[src/rtl/lsu_mem_ctrl.sv]
// LSU execute/memory stage: effective-address generation, alignment check,
// single outstanding valid/ready memory access and load-data formatting.
module lsu_mem_ctrl #(
  parameter int unsigned ADDR_W = 32
) (
  input  logic              clk,
  input  logic              rst,
  input  logic              is_load,
  input  logic              zero_ext,
  input  logic              is_nop,
  input  logic [1:0]        size,
  input  logic [4:0]        rd,
  input  logic [11:0]       imm,
  input  logic [31:0]       rs1_data,
  input  logic [31:0]       rs2_data,
  output logic              stall,
  output logic              mem_req_valid,
  input  logic              mem_req_ready,
  output logic              mem_req_we,
  output logic [ADDR_W-1:0] mem_req_addr,
  output logic [31:0]       mem_req_wdata,
  output logic [3:0]        mem_req_wstrb,
  input  logic              mem_resp_valid,
  input  logic [31:0]       mem_resp_rdata,
  output logic              wb_valid,
  output logic [4:0]        wb_rd,
  output logic [31:0]       wb_data,
  output logic              misalign_exc
);

  typedef enum logic [1:0] {S_IDLE, S_REQ, S_WAIT} state_t;

  state_t              r_state;
  logic                r_is_load;
  logic                r_zext;
  logic [1:0]          r_size;
  logic [1:0]          r_off;
  logic [4:0]          r_rd;
  logic                r_req_valid;
  logic                r_we;
  logic [ADDR_W-1:0]   r_addr;
  logic [31:0]         r_wdata;
  logic [3:0]          r_wstrb;
  logic                r_wb_valid;
  logic [4:0]          r_wb_rd;
  logic [31:0]         r_wb_data;
  logic                r_exc;

  logic [31:0]         w_addr;
  logic                w_misalign;
  logic [31:0]         w_wdata;
  logic [3:0]          w_wstrb;
  logic [7:0]          w_byte;
  logic [15:0]         w_half;
  logic [31:0]         w_ldata;

  // Effective address (wraps modulo 2^32) and alignment check
  always_comb begin
    w_addr     = rs1_data + {{20{imm[11]}}, imm};
    w_misalign = (size == 2'b11) ||
                 ((size == 2'b01) && w_addr[0]) ||
                 ((size == 2'b10) && (w_addr[1:0] != 2'b00));
  end

  // Store lane replication and byte enables; loads drive no strobes
  always_comb begin
    w_wdata = rs2_data;
    w_wstrb = '0;
    case (size)
      2'b00: begin
        w_wdata = {4{rs2_data[7:0]}};
        w_wstrb = 4'b0001 << w_addr[1:0];
      end
      2'b01: begin
        w_wdata = {2{rs2_data[15:0]}};
        w_wstrb = 4'b0011 << w_addr[1:0];
      end
      default: begin
        w_wdata = rs2_data;
        w_wstrb = 4'b1111;
      end
    endcase
    if (is_load) w_wstrb = '0;
  end

  // Load lane selection and sign/zero extension from the latched op
  always_comb begin
    w_byte  = mem_resp_rdata[{r_off, 3'b000} +: 8];
    w_half  = mem_resp_rdata[{r_off[1], 4'b0000} +: 16];
    case (r_size)
      2'b00:   w_ldata = r_zext ? {24'd0, w_byte} : {{24{w_byte[7]}}, w_byte};
      2'b01:   w_ldata = r_zext ? {16'd0, w_half} : {{16{w_half[15]}}, w_half};
      default: w_ldata = mem_resp_rdata;
    endcase
  end

  // Access FSM with registered request, writeback and exception outputs
  always_ff @(posedge clk) begin
    if (rst) begin
      r_state     <= S_IDLE;
      r_is_load   <= 1'b0;
      r_zext      <= 1'b0;
      r_size      <= '0;
      r_off       <= '0;
      r_rd        <= '0;
      r_req_valid <= 1'b0;
      r_we        <= 1'b0;
      r_addr      <= '0;
      r_wdata     <= '0;
      r_wstrb     <= '0;
      r_wb_valid  <= 1'b0;
      r_wb_rd     <= '0;
      r_wb_data   <= '0;
      r_exc       <= 1'b0;
    end else begin
      r_wb_valid <= 1'b0;
      r_exc      <= 1'b0;
      case (r_state)
        S_IDLE: begin
          if (!is_nop) begin
            if (w_misalign) begin
              r_exc <= 1'b1;
            end else begin
              r_is_load   <= is_load;
              r_zext      <= zero_ext;
              r_size      <= size;
              r_off       <= w_addr[1:0];
              r_rd        <= rd;
              r_req_valid <= 1'b1;
              r_we        <= ~is_load;
              r_addr      <= {w_addr[ADDR_W-1:2], 2'b00};
              r_wdata     <= w_wdata;
              r_wstrb     <= w_wstrb;
              r_state     <= S_REQ;
            end
          end
        end
        S_REQ: begin
          if (mem_req_ready) begin
            r_req_valid <= 1'b0;
            r_state     <= S_WAIT;
          end
        end
        S_WAIT: begin
          if (mem_resp_valid) begin
            r_state <= S_IDLE;
            if (r_is_load) begin
              r_wb_valid <= 1'b1;
              r_wb_rd    <= r_rd;
              r_wb_data  <= w_ldata;
            end
          end
        end
        default: r_state <= S_IDLE;
      endcase
    end
  end

  assign stall         = (r_state != S_IDLE);
  assign mem_req_valid = r_req_valid;
  assign mem_req_we    = r_we;
  assign mem_req_addr  = r_addr;
  assign mem_req_wdata = r_wdata;
  assign mem_req_wstrb = r_wstrb;
  assign wb_valid      = r_wb_valid;
  assign wb_rd         = r_wb_rd;
  assign wb_data       = r_wb_data;
  assign misalign_exc  = r_exc;

endmodule

[config.mk]
export PLATFORM = sky130hd
export DESIGN_NAME = lsu_mem_ctrl
export DESIGN_NICKNAME = d
export VERILOG_FILES = /design/src/rtl/lsu_mem_ctrl.sv
export SDC_FILE = /design/constraint.sdc
export NUM_CORES = 1
export LEC_CHECK = 0
export ABC_AREA = 1
export CORE_UTILIZATION = 53
export CTS_BUF_LIST = sky130_fd_sc_hd__clkbuf_4
export DETAILED_ROUTE_END_ITERATION = 10
export MAX_ROUTING_LAYER = met4
export PLACE_DENSITY = 0.91
export SYNTH_ARGS = -nofsm -noshare
export SYNTH_HDL_FRONTEND = slang
export SYNTH_SLANG_ARGS = --single-unit
[constraint.sdc]
create_clock -name clk -period 3.3 [get_ports clk]
set_input_delay 0.66 -clock clk [delete_from_list [all_inputs] [get_ports clk]]
set_output_delay 0.66 -clock clk [all_outputs]
set_load 0.03 [all_outputs]
==> results.py <==
metrics = {
    "sta": {
        "tightest_slew_ns": 0.708,
        "setup_tns_ns": 0,
        "fin_crit_sh": 0.822,
        "finalMaxSlewViolations": 0,
        "final-setup-viol-count": 0,
        "clock_skew_ns": 0.0114,
        "final-hold-violation-count": 0,
        "fin_crit_ns": 2.71,
        "rsz0062_at_grt": "no",
        "relSlewSlack": 0.528,
        "fmax_ghz": 0.368,
    },
    "clock_network": {
        "cts_hold_buf": 0,
        "clk_path_buf_depth": 2,
        "cts_tree": "yes",
        "cts_resized": 0,
        "cts.sinks": 120,
        "cts-root-buf": "clkbuf_4",
        "clkTransAtPathRegs_ns": 0.11,
        "htreeDepth": 4,
        "post_cts.repair.setup_buffers": 0,
        "numCtsBuffers": 17,
        "clkLatencyLatePin_ns": 0.55,
    },
    "detailed_routing": {
        "first_iter_violations": 635,
        "vias": 8403,
        "wire_per_inst_um": 14.6,
        "routed_wl_mm": 23.3,
        "dr.pass1.iters": 6,
        "drc_errors": 0,
        "viasPerCell": 5.26,
        "ant_nets": 0,
    },
    "place": {
        "gp_congestion": 0.940,
        "port_buffers": 229,
        "dp_hpwl_mm": 17.8,
    },
    "die": {
        "rows": 43,
        "start_util": 0.543,
        "dieArea_um2": 14700,
        "die_h_um": 121,
        "ios": 232,
        "core_um2": 13900,
        "die_w_um": 121,
    },
    "yosys": {
        "async_flop_share": 0,
        "synthMuxAreaShare": 0,
        "synth_cell_types": 41,
        "synth.area.top_cells": "dfxtp_1 (32%), nand2_1 (18%), inv_1 (9.7%)",
        "synth_compound_area_frac": 0.203,
        "synthSimpleGateAreaFrac": 0.271,
        "syn_inst": 1190,
        "synthAdderAreaFrac": 0.0541,
        "synth_top_family_by_area": "simple AND/OR/NAND/NOR gates",
        "synth_seq_cells": 120,
        "ys_seq_area_frac": 0.318,
        "synth_edf_count": 0,
        "yosysTopAreaCell": "dfxtp_1",
        "yosysMostFrequentCell": "nand2_1",
        "synthFlopType": "dfxtp_1",
        "synthTopCellsByCount": "nand2_1 (368), inv_1 (195), dfxtp_1 (120), a21oi_1 (109), nor2_1 (71)",
        "yosys_warnings": 0,
        "syn_area_um2": 7540,
        "syn_area_per_cell_um2": 6.34,
        "synth_xor_area_frac": 0.0174,
        "synth_top_area_share": 0.318,
    },
    "critical_path": {
        "path_class": "input port to flop",
        "end_kind": "flop",
        "critPathRequiredTime_ns": 3.77,
        "crit_arrival_ns": 3.19,
        "crit_fanout": 19,
        "cp-start-kind": "input port",
    },
    "final_layout": {
        "drive_above_1_share": 0.0501,
        "antenna_cells": 0,
        "area_delta_synth_final_pct": 35.4,
        "final_nets": 1559,
    },
    "power": {
        "cellPowerDensity_nw_per_um2": 382,
        "ir_worst_vdd_mv": 0.327,
        "p_leak_uw": 0.00494,
        "report.power.total_uw": 3900,
    },
    "grt": {
        "grt-ovfl-total": 0,
        "grt_antenna_before_repair": 0,
        "grt_use_total": 0.327,
        "grt_start_max_net_pins": 47,
        "first_global_vias": 7690,
        "grt_pass1_wl_mm": 36.5,
    },
    "job": {
        "max_cap_violations": 0,
    },
    "hold_path": {
        "holdCritPathClass": "flop to flop",
    },
    "status": {
        "status": "completed",
    },
}
-- sequential cells by signal, summed over array words and instances, names as in the netlist --
signal and cells:
r_rd 5, r_state 2, mem_req_addr 30, wb_rd 5
mem_req_we 1, r_zext 1, wb_data 32, mem_req_valid 1
r_is_load 1, misalign_exc 1, wb_valid 1, r_off 2
mem_req_wstrb 4, mem_req_wdata 32, r_size 2
-- through the flow --
stage | worst slack (ns) | hold slack (ns) | instance area (µm²) | instances | util
2_1_floorplan | 0.888 | 0.430 | 7550 | 1191 | -
3_3_place_gp | 0.133 | 0.446 | 9940 | 1566 | 0.716
3_5_place_dp | 0.0237 | 0.453 | 9940 | 1566 | 0.716
4_1_cts | 0.629 | 0.469 | 10200 | 1598 | 0.736
5_1_grt | 0.452 | 0.484 | 10200 | 1598 | 0.736
6_report | 0.586 | 0.469 | 10200 | 1598 | 0.736
-- layout make-up --
class	instances	area, µm²
multi-input cells	820	4130
fillers	1194	3670
repair buffers	243	2420
flip-flops and latches	120	2400
inverters	203	763
well taps	180	225
clock buffers	19	143
clock inverters	13	130
-- routing by layer --
| metal | routed length [µm] | global-route usage |
|---|---|---|
| met5 | 0 | - |
| met4 | 763 | 0.127 |
| met3 | 2220 | 0.0883 |
| met2 | 10900 | 0.548 |
| met1 | 9440 | 0.370 |
-- kinds of logic (layout without fill, tap and decap cells) --
kind of cell,after synthesis,count (layout)
AOI/OAI and AO/OA,263,263
adders and majority gates,32,32
and+or+nand+nor,508,508
buffers and inverters,251,478
xor gates and xnor gates,15,15
DFF,120,120
other,1,2
-- power breakdown --
part | switching [µW] | internal [µW]
registers | 57.5 | 1530
clock network | 580 | 458
logic | 755 | 511
total | 1390 | 2500
-- critical path, stage by stage --
cell,delay [ns]
clkdlybuf4s50_1,0.47
ha_1,0.28
fa_1,0.53
inv_1,0.14
nand2_1,0.08
nand3_1,0.07
nand2_1,0.07
nor2_2,0.13
nand2_4,0.10
inv_2,0.14
buf_4,0.24
nand2_1,0.09
a31oi_1,0.18
-- cell usage in the layout, fill, tap and decap left out, types with 6 or more instances in the layout --
cell type	synthesis	layout
nand2_1	368	368
clkdlybuf4s50_1	0	229
inv_1	195	195
dfxtp_1	120	120
a21oi_1	109	109
nor2_1	71	71
o21ai_0	63	63
nand3_1	49	49
ha_1	31	31
o211ai_1	22	22
o21a_1	20	20
clkbuf_4	0	19
xor2_1	12	12
buf_4	7	12
a21oi_2	10	10
a31oi_1	9	9
o21bai_1	8	8
o22ai_1	8	8
inv_2	6	7
o2111ai_1	7	7
nor3_1	6	6
-- final timing paths --
| kind | startpoint | endpoint | slack (ns) | cells after the start |
|---|---|---|---|---|
| worst min register to register | r_rd[1] | wb_rd[1] | 0.47 | 2 |
| worst min-delay path | r_rd[1] | wb_rd[1] | 0.47 | 2 |
| worst max register to register | r_off[1] | wb_data[14] | 1.25 | 9 |
| worst max-delay path | rs1_data[0] | mem_req_wdata[29] | 0.59 | 13 |
No activity file was read; power rests on OpenSTA's default activity.
